<file path="src/rtl/npc_csr_pkg.sv">
// Shared definitions for the machine-mode CSR slice: CSR addresses, trap cause
// codes, mstatus bit positions and the trap responder state encoding.
package npc_csr_pkg;

    localparam logic [11:0] CSR_MSTATUS = 12'h300;
    localparam logic [11:0] CSR_MTVEC   = 12'h305;
    localparam logic [11:0] CSR_MEPC    = 12'h341;
    localparam logic [11:0] CSR_MCAUSE  = 12'h342;

    localparam int CSR_COUNT       = 4;
    localparam int CSR_IDX_MSTATUS = 0;
    localparam int CSR_IDX_MTVEC   = 1;
    localparam int CSR_IDX_MEPC    = 2;
    localparam int CSR_IDX_MCAUSE  = 3;

    // Entry gi holds the address of the CSR with index gi above.
    localparam logic [CSR_COUNT-1:0][11:0] CSR_ADDR_TABLE =
        {CSR_MCAUSE, CSR_MEPC, CSR_MTVEC, CSR_MSTATUS};

    localparam logic [31:0] CAUSE_ECALL_M    = 32'd11;
    localparam logic [31:0] CAUSE_BREAKPOINT = 32'd3;

    localparam int MSTATUS_MIE_BIT  = 3;
    localparam int MSTATUS_MPIE_BIT = 7;

    // MPP is hardwired to M-mode; only MIE and MPIE are stored.
    localparam logic [31:0] MSTATUS_MPP_BITS = 32'h0000_1800;
    localparam logic [31:0] ALIGN4_MASK      = 32'hFFFF_FFFC;

    typedef enum logic [1:0] {
        ST_IDLE,
        ST_SAVE,
        ST_REDIRECT
    } resp_state_t;

    function automatic logic [31:0] mstatus_view(input logic mie, input logic mpie);
        logic [31:0] v;
        v                   = MSTATUS_MPP_BITS;
        v[MSTATUS_MIE_BIT]  = mie;
        v[MSTATUS_MPIE_BIT] = mpie;
        return v;
    endfunction

endpackage

</file>
<file path="src/rtl/trap_responder_if.sv">
// Bundle between the WB stage / front end / CSR instruction path and the trap
// responder; slave is the responder side, master the pipeline side.
interface trap_responder_if;
    logic        trap_req;
    logic        trap_is_ebreak;
    logic [31:0] trap_pc;
    logic        mret_req;
    logic        trap_ack;
    logic        mret_ack;
    logic        redirect_valid;
    logic [31:0] redirect_pc;
    logic        redirect_ready;
    logic        busy;
    logic        csr_we;
    logic [11:0] csr_addr;
    logic [31:0] csr_wdata;
    logic [31:0] csr_rdata;

    modport slave (
        input  trap_req, trap_is_ebreak, trap_pc, mret_req, redirect_ready,
        input  csr_we, csr_addr, csr_wdata,
        output trap_ack, mret_ack, redirect_valid, redirect_pc, busy, csr_rdata
    );

    modport master (
        output trap_req, trap_is_ebreak, trap_pc, mret_req, redirect_ready,
        output csr_we, csr_addr, csr_wdata,
        input  trap_ack, mret_ack, redirect_valid, redirect_pc, busy, csr_rdata
    );
endinterface

</file>
<file path="src/rtl/trap_responder_csr_file.sv">
// Machine-mode CSRs (mstatus, mtvec, mepc, mcause) with a software CSRRW port
// and a hardware port for trap entry and MRET; hardware updates beat software.
module csr_file
    import npc_csr_pkg::*;
(
    input  logic        clk,
    input  logic        rst,
    input  logic        sw_we,
    input  logic [11:0] sw_addr,
    input  logic [31:0] sw_wdata,
    output logic [31:0] rdata,
    input  logic        hw_trap_save,
    input  logic [31:0] hw_trap_pc,
    input  logic [31:0] hw_trap_cause,
    input  logic        hw_mret,
    output logic [31:0] mtvec,
    output logic [31:0] mepc
);

    logic            mie_reg;
    logic            mpie_reg;
    logic [31:0]     mtvec_reg;
    logic [31:0]     mepc_reg;
    logic [31:0]     mcause_reg;
    logic [CSR_COUNT-1:0] addr_hit;
    logic [CSR_COUNT-1:0] sw_wr;

    generate
        for (genvar gi = 0; gi < CSR_COUNT; gi++) begin : g_decode
            assign addr_hit[gi] = (sw_addr == CSR_ADDR_TABLE[gi]);
            assign sw_wr[gi]    = sw_we && addr_hit[gi];
        end
    endgenerate

    always_ff @(posedge clk) begin
        if (rst) begin
            mie_reg    <= 1'b0;
            mpie_reg   <= 1'b0;
            mtvec_reg  <= '0;
            mepc_reg   <= '0;
            mcause_reg <= '0;
        end else begin
            if (hw_trap_save) begin
                mpie_reg <= mie_reg;
                mie_reg  <= 1'b0;
            end else if (hw_mret) begin
                mie_reg  <= mpie_reg;
                mpie_reg <= 1'b1;
            end else if (sw_wr[CSR_IDX_MSTATUS]) begin
                mie_reg  <= sw_wdata[MSTATUS_MIE_BIT];
                mpie_reg <= sw_wdata[MSTATUS_MPIE_BIT];
            end

            if (sw_wr[CSR_IDX_MTVEC]) begin
                mtvec_reg <= sw_wdata & ALIGN4_MASK;
            end

            if (hw_trap_save) begin
                mepc_reg <= hw_trap_pc & ALIGN4_MASK;
            end else if (sw_wr[CSR_IDX_MEPC]) begin
                mepc_reg <= sw_wdata & ALIGN4_MASK;
            end

            if (hw_trap_save) begin
                mcause_reg <= hw_trap_cause;
            end else if (sw_wr[CSR_IDX_MCAUSE]) begin
                mcause_reg <= sw_wdata;
            end
        end
    end

    always_comb begin
        rdata = '0;
        if (addr_hit[CSR_IDX_MSTATUS]) begin
            rdata = mstatus_view(mie_reg, mpie_reg);
        end else if (addr_hit[CSR_IDX_MTVEC]) begin
            rdata = mtvec_reg;
        end else if (addr_hit[CSR_IDX_MEPC]) begin
            rdata = mepc_reg;
        end else if (addr_hit[CSR_IDX_MCAUSE]) begin
            rdata = mcause_reg;
        end
    end

    assign mtvec = mtvec_reg;
    assign mepc  = mepc_reg;

endmodule

</file>
<file path="src/rtl/trap_responder.sv">
// Trap entry / MRET sequencer: acks ECALL, EBREAK and MRET from WB, updates the
// machine CSRs and issues a single redirect to the front end.
module trap_responder
    import npc_csr_pkg::*;
(
    input  logic            clk,
    input  logic            rst,
    trap_responder_if.slave bus
);

    resp_state_t state_reg, state_next;
    logic [31:0] pc_reg, pc_next;
    logic [31:0] cause_reg, cause_next;
    logic [31:0] target_reg, target_next;
    logic        trap_take;
    logic        mret_take;
    logic        save_active;
    logic [31:0] mtvec;
    logic [31:0] mepc;

    assign save_active = (state_reg == ST_SAVE);

    csr_file u_csr_file (
        .clk           (clk),
        .rst           (rst),
        .sw_we         (bus.csr_we),
        .sw_addr       (bus.csr_addr),
        .sw_wdata      (bus.csr_wdata),
        .rdata         (bus.csr_rdata),
        .hw_trap_save  (save_active),
        .hw_trap_pc    (pc_reg),
        .hw_trap_cause (cause_reg),
        .hw_mret       (mret_take),
        .mtvec         (mtvec),
        .mepc          (mepc)
    );

    always_ff @(posedge clk) begin
        if (rst) begin
            state_reg  <= ST_IDLE;
            pc_reg     <= '0;
            cause_reg  <= '0;
            target_reg <= '0;
        end else begin
            state_reg  <= state_next;
            pc_reg     <= pc_next;
            cause_reg  <= cause_next;
            target_reg <= target_next;
        end
    end

    always_comb begin
        state_next  = state_reg;
        pc_next     = pc_reg;
        cause_next  = cause_reg;
        target_next = target_reg;
        trap_take   = 1'b0;
        mret_take   = 1'b0;
        unique case (state_reg)
            ST_IDLE: begin
                // A trap beats a simultaneous MRET; the MRET stays pending.
                if (!rst && bus.trap_req) begin
                    trap_take  = 1'b1;
                    pc_next    = bus.trap_pc;
                    cause_next = bus.trap_is_ebreak ? CAUSE_BREAKPOINT : CAUSE_ECALL_M;
                    state_next = ST_SAVE;
                end else if (!rst && bus.mret_req) begin
                    mret_take   = 1'b1;
                    target_next = mepc;
                    state_next  = ST_REDIRECT;
                end
            end
            ST_SAVE: begin
                target_next = mtvec & ALIGN4_MASK;
                state_next  = ST_REDIRECT;
            end
            ST_REDIRECT: begin
                if (bus.redirect_ready) begin
                    state_next = ST_IDLE;
                end
            end
            default: begin
                state_next = ST_IDLE;
            end
        endcase
    end

    // Outputs are masked during reset so an abandoned operation never redirects.
    assign bus.trap_ack       = trap_take;
    assign bus.mret_ack       = mret_take;
    assign bus.redirect_valid = (state_reg == ST_REDIRECT) && !rst;
    assign bus.redirect_pc    = bus.redirect_valid ? target_reg : '0;
    assign bus.busy           = (state_reg != ST_IDLE) && !rst;

endmodule

</file>
<file path="src/flat_wrapper.sv">
// flat-port wrapper written by rule: the top's interface ports become plain ports
module trap_responder_flat import npc_csr_pkg::*;
  (clk, rst, bus_trap_req, bus_trap_is_ebreak, bus_trap_pc, bus_mret_req, bus_redirect_ready, bus_csr_we, bus_csr_addr, bus_csr_wdata, bus_trap_ack, bus_mret_ack, bus_redirect_valid, bus_redirect_pc, bus_busy, bus_csr_rdata);
  trap_responder_if bus_i ();
  input  logic clk;
  input  logic rst;
  input wire logic [$bits(bus_i.trap_req)-1:0] bus_trap_req;
  input wire logic [$bits(bus_i.trap_is_ebreak)-1:0] bus_trap_is_ebreak;
  input wire logic [$bits(bus_i.trap_pc)-1:0] bus_trap_pc;
  input wire logic [$bits(bus_i.mret_req)-1:0] bus_mret_req;
  input wire logic [$bits(bus_i.redirect_ready)-1:0] bus_redirect_ready;
  input wire logic [$bits(bus_i.csr_we)-1:0] bus_csr_we;
  input wire logic [$bits(bus_i.csr_addr)-1:0] bus_csr_addr;
  input wire logic [$bits(bus_i.csr_wdata)-1:0] bus_csr_wdata;
  output wire logic [$bits(bus_i.trap_ack)-1:0] bus_trap_ack;
  output wire logic [$bits(bus_i.mret_ack)-1:0] bus_mret_ack;
  output wire logic [$bits(bus_i.redirect_valid)-1:0] bus_redirect_valid;
  output wire logic [$bits(bus_i.redirect_pc)-1:0] bus_redirect_pc;
  output wire logic [$bits(bus_i.busy)-1:0] bus_busy;
  output wire logic [$bits(bus_i.csr_rdata)-1:0] bus_csr_rdata;
  assign bus_i.trap_req = bus_trap_req;
  assign bus_i.trap_is_ebreak = bus_trap_is_ebreak;
  assign bus_i.trap_pc = bus_trap_pc;
  assign bus_i.mret_req = bus_mret_req;
  assign bus_i.redirect_ready = bus_redirect_ready;
  assign bus_i.csr_we = bus_csr_we;
  assign bus_i.csr_addr = bus_csr_addr;
  assign bus_i.csr_wdata = bus_csr_wdata;
  assign bus_trap_ack = bus_i.trap_ack;
  assign bus_mret_ack = bus_i.mret_ack;
  assign bus_redirect_valid = bus_i.redirect_valid;
  assign bus_redirect_pc = bus_i.redirect_pc;
  assign bus_busy = bus_i.busy;
  assign bus_csr_rdata = bus_i.csr_rdata;
  trap_responder u_core (.clk(clk), .rst(rst), .bus(bus_i));
endmodule
</file>
<file path="config.mk">
export PLATFORM = sky130hd
export DESIGN_NAME = trap_responder_flat
export DESIGN_NICKNAME = d
export VERILOG_FILES = /design/src/rtl/npc_csr_pkg.sv /design/src/rtl/trap_responder_if.sv /design/src/rtl/trap_responder_csr_file.sv /design/src/rtl/trap_responder.sv /design/src/flat_wrapper.sv
export SDC_FILE = /design/constraint.sdc
export NUM_CORES = 1
export LEC_CHECK = 0
export CAP_MARGIN = 30
export CORE_MARGIN = 5
export CORE_UTILIZATION = 30
export DETAILED_ROUTE_END_ITERATION = 10
export SLEW_MARGIN = 20
export SYNTH_ARGS = -nofsm -noshare
export SYNTH_HDL_FRONTEND = slang
export SYNTH_SLANG_ARGS = --single-unit
</file>
<file path="constraint.sdc">
create_clock -name clk -period 5.1 [get_ports clk]
set_clock_uncertainty 0.2 [all_clocks]
set_input_delay 1.02 -clock clk [delete_from_list [all_inputs] [get_ports clk]]
set_output_delay 1.02 -clock clk [all_outputs]
set_load 0.005 [all_outputs]
</file>
-- Yosys cells after proc, flatten, opt, wreduce, memory -nomap -nowiden
Cells that the tools add are included.
- flip-flop bits (word level): 192
- bits of input ports: 83
- output and inout bits: 68
- word-level logic and storage cells: 66
- equal/unequal tests: 10
- multiplexer cells: 27
- reductions and logical operators: 20
- operator list (operator ; count):
    $mux W32 ; 11
    $pmux W32 S2 ; 1
    $eq A12 B10 Y1 const B ; 4
    $mux W1 ; 10
    $reduce_bool A2 Y1 ; 5
    $logic_and A1 B1 Y1 ; 8
    $mux W2 ; 3
    $pmux W2 S3 ; 1
    $mux W4 ; 1
    $ne A2 B2 Y1 const B ; 2
    $reduce_and A2 Y1 ; 2
    $ne A3 B1 Y1 const B ; 1
    $reduce_and A3 Y1 ; 1
    $reduce_bool A3 Y1 ; 1
    $eq A2 B1 Y1 const B ; 1
    $eq A2 B2 Y1 const B ; 1
    $logic_not A2 Y1 ; 1
    $ne A2 B1 Y1 const B ; 1
    $reduce_or A2 Y1 ; 1
    $logic_not A1 Y1 ; 1

-- Logic depth before layout (Yosys ltp)
- depth after elaboration: 7
- depth in mapped cells: 7
- gate-level depth less buffers: 4

-- Hierarchy
From an unflattened synthesis, not the netlist that was laid out.
- cell total of the unflattened synthesis: 913
- area total of the unflattened synthesis: 7887.6 µm²
- by module, submodules not included (module ; times used ; cells each ; area an instance (µm²) ; sequential area each (µm²)):
    csr_file ; 1 ; 534 ; 4685.7 ; 1881.8
    trap_responder ; 1 ; 379 ; 3201.8 ; 1361.3

-- Least setup slack after synthesis
No wires, ideal clock.
- path type: input-to-output
- start: input bus_csr_addr[3]
- end: output bus_csr_rdata[13]
- arrival: 2746 ps
- data required time: 3880 ps
- path slack: 1134 ps
- stages on the path: 6
- path buffers: 2
- cells stage by stage: or4_4 buf_6 nor4_2 clkbuf_1 a222oi_1 inv_1
- longest elaborated chain between the ends: 5
- elaborated cells between the ends (all ways): 8
- those cells by class: eq/ne (4); mux (4)
- ends and longest elaborated chain (what ; RTL line ; text):
    from (decl) ; flat_wrapper.sv:13 ; input wire logic [$bits(bus_i.csr_addr)-1:0] bus_csr_addr;
    $eq A12 B10 Y1 ; trap_responder_csr_file.sv:30 ; assign addr_hit[gi] = (sw_addr == CSR_ADDR_TABLE[gi]);
    $mux W32 ; trap_responder_csr_file.sv:80 ; end else if (addr_hit[CSR_IDX_MCAUSE]) begin
    $mux W32 ; trap_responder_csr_file.sv:78 ; end else if (addr_hit[CSR_IDX_MEPC]) begin
    $mux W32 ; trap_responder_csr_file.sv:76 ; end else if (addr_hit[CSR_IDX_MTVEC]) begin
    $mux W32 (*) ; trap_responder_csr_file.sv:74 ; if (addr_hit[CSR_IDX_MSTATUS]) begin
    to (decl) ; flat_wrapper.sv:20 ; output wire logic [$bits(bus_i.csr_rdata)-1:0] bus_csr_rdata;
Every way passes the cells marked *; elsewhere a longest branch is shown, timed or not.

-- Worst setup path after layout
- start: input bus_csr_addr[3]
- end: output bus_csr_rdata[3]
The elaborated chain is that of the path after synthesis.

==> out/results.tsv <==
metric	value	unit
clk slew on worst S/H paths	70	ps
clock power share	45.9	%
1st-iter DRT viols	413	
fill count	2255	
RSZ-0062 raised after global routing	false	
PortBufs	146	
drt via density	5.170	
cts hold-fix bufs	0	
Flop pwr share	44.9	%
vias	5945	
asr flop ratio synth	0	%
Num CTS Buffers	17	
Synth cell types	42	
max reg flops	32	
pwr/cell area	319.3	nW/um^2
CP Data Required Time	3880	ps
WP data arrival	3480	ps
hold depth	2	
first-pass GRT wire length	34040	um
P_int	2.212	mW
die width	160.2	um
Die ar.	25650	um^2
Synth area leaders	dfxtp_1, mux2i_1, a32o_1, nand2_1, nor2_1	
Post-synth top cells	dfxtp_1, nand2_1, nor2_1, mux2i_1, clkbuf_1	
# DRC	0	
combinational share of power	9.2	%
CP endpoint kind	primary output	
area leader, netlist	dfxtp_1	
Seq/Total Area, Yosys	46.76	%
Core ar.	22430	um^2
routed len/inst	18.85	um
Skew-Pair Late Insertion Delay	440	ps
Lkg Pwr	3.769	nW
CTS tree	built	
row count	55	
clock sink total	158	
cell with the most instances after synthesis	dfxtp_1	
largest net degree at the start of global routing	64	
setup TNS	0	ps
vias in the first global route	5804	
CTS H-tree depth	4	
Top-Level Pins	151	
synthesized area	6764	um^2
P_sw	0.7187	mW
worst setup margin	395.4	ps
crit path launch type	input port	
r2r worst-path depth	5	
Layout area overhead	35.68	%
First-pass DRT Iterations	8	
antenna viol nets, final	0	
Hold Fails Final Rpt	0	
r2r endpoint	u_core.u_csr_file.mepc[5]$_SDFFE_PP0P_	
layout cell share with drive strength beyond 1	8.324	%
maximum VDD drop	0.1731	mV
CTS resizes	0	
grt ovf	0	
Max FO, Critical Path	13	
outcome	finished clean	
Post-synth EDFFs	0	
register bit count reported by yosys	158	
Worst Hold Path EP	u_core.pc_reg[10]$_SDFFE_PP0P_	
R2R setup slack	2200	ps
Hold Startpoint	u_core.pc_reg[10]$_SDFFE_PP0P_	
most used flip-flop cell after synthesis	dfxtp_1	
n_diodes	0	
nets@finish	935	
Synth top area share	46.76	%
maximum clock frequency	212.6	MHz
Post-Synthesis Cells	727	
Finish-stage setup viols	0	
Tmin final	4705	ps
ratio of final minimum period to clock period	92.25	%
DP Cell Count	1117	
GR Util All Layers	16.81	%
Post-CTS Setup Inserts	0	
Mean Syn Cell Area	9.304	um^2
maximum buffer depth of the clock tree	2	
RD Place Congestion	0.7794	
max-capacitance violation count	0	
final std cells w/o fill	1150	
initial antenna violation count	0	
Ys Warns	0	
Routed Wire Length	21680	um
CTS Root Cell	clkbuf_16	
Max Slew Vio Count	0	
Worst Max-Slew Pin Slew	938.5	ps
switch share	24.52	%
pre-CTS WS	394.3	ps
hpwl dp	14240	um
Slew headroom	37.28	%
initial core utilization	30.15	%
HP Class	reg2reg	
Setup CP Type	in2out	
die height	160.2	um
worst r2r src	u_core.state_reg[1]$_SDFFE_PP0P_	
## placed cells by master (no fill, tap or decap), drive strengths merged, types with 2 or more instances in the layout
cell           count
and3               5
nand2b             6
a21oi              4
nor2b              3
mux2i             61
nor4               6
clkdlybuf4s50    145
or4                3
nand3b             2
inv               28
bufinv             3
a221o              3
a32o              28
a222oi            24
clkinv             6
nor3b              2
nor2              71
nand2             72
dfxtp            158
conb               2
a22oi              4
nor3               4
o221ai             2
buf               24
clkbuf            20
a21o              29
and2              34
a31oi              2
a22o              29
a211oi            31
o21ai             42
nand3              4
## stage by stage
step                power (mW)  util (%)  hold slack [ps]  cell area [um^2]
floorplan                1.466         -            221.1              6768
global placement         1.609     38.04            228.9              8534
detailed placement       1.611     38.04            236.8              8534
CTS                      2.955     40.79            260.3              9150
global route             3.046     40.91            279.3              9178
finish                   2.931     40.91            261.4              9178
## layer usage
metal	vias to the layer above	GRT usage [%]	wire, um
met5	-	0	0
met4	0	4.497	215
met3	16	3.974	1460
met2	205	26.47	9997
met1	2836	23.19	10000
li1	2888	-	-
## kinds of logic (layout without fill, tap and decap cells)
kind of cell    count (synthesis)  in the layout  synth area share, %
buf+inv                        90            227                5.827
simple gates                  218            218                15.37
other cells                     1              2              0.05544
flops                         158            158                46.76
mux                            61             61                9.027
compound gates                199            199                22.96
## power by group through the flow
stage | Sequential [mW] | Combinational (mW) | Clock (mW)
finish | 1.32 | 0.271 | 1.34
global route | 1.32 | 0.298 | 1.43
CTS | 1.32 | 0.270 | 1.37
detailed placement | 1.34 | 0.269 | 0
floorplan | 1.33 | 0.133 | 0
global placement | 1.34 | 0.266 | 0
## cell type report
class | count | area [um^2] | area share (%)
clock inverters | 12 | 158.9 | 1.731
clock buffers | 20 | 456.7 | 4.976
multi-input cells | 480 | 3296 | 35.91
inverters | 26 | 97.59 | 1.063
flip-flops and latches | 158 | 3163 | 34.46
well taps | 285 | 356.6 | 3.885
repair buffers | 169 | 1649 | 17.97
## critical path, cell delays in order
cell and delay (ps):
clkdlybuf4s50_1 420, or4_4 650, nor4_4 300, buf_4 270
nand2_1 70, a21oi_1 200, clkdlybuf4s50_1 550
## how the worst max path moves through the flow
stage                         start                 to  slack [ps]  depth (start not counted)
floorplan           bus_csr_addr[3]  bus_csr_rdata[13]        1130                          6
global placement    bus_csr_addr[3]  bus_csr_rdata[28]         390                          7
finish              bus_csr_addr[3]   bus_csr_rdata[3]         400                          7
CTS                 bus_csr_addr[3]  bus_csr_rdata[16]         390                          7
global route        bus_csr_addr[3]  bus_csr_rdata[31]         290                          7
detailed placement  bus_csr_addr[3]  bus_csr_rdata[24]         390                          7
No activity file was read; power rests on OpenSTA's default activity.
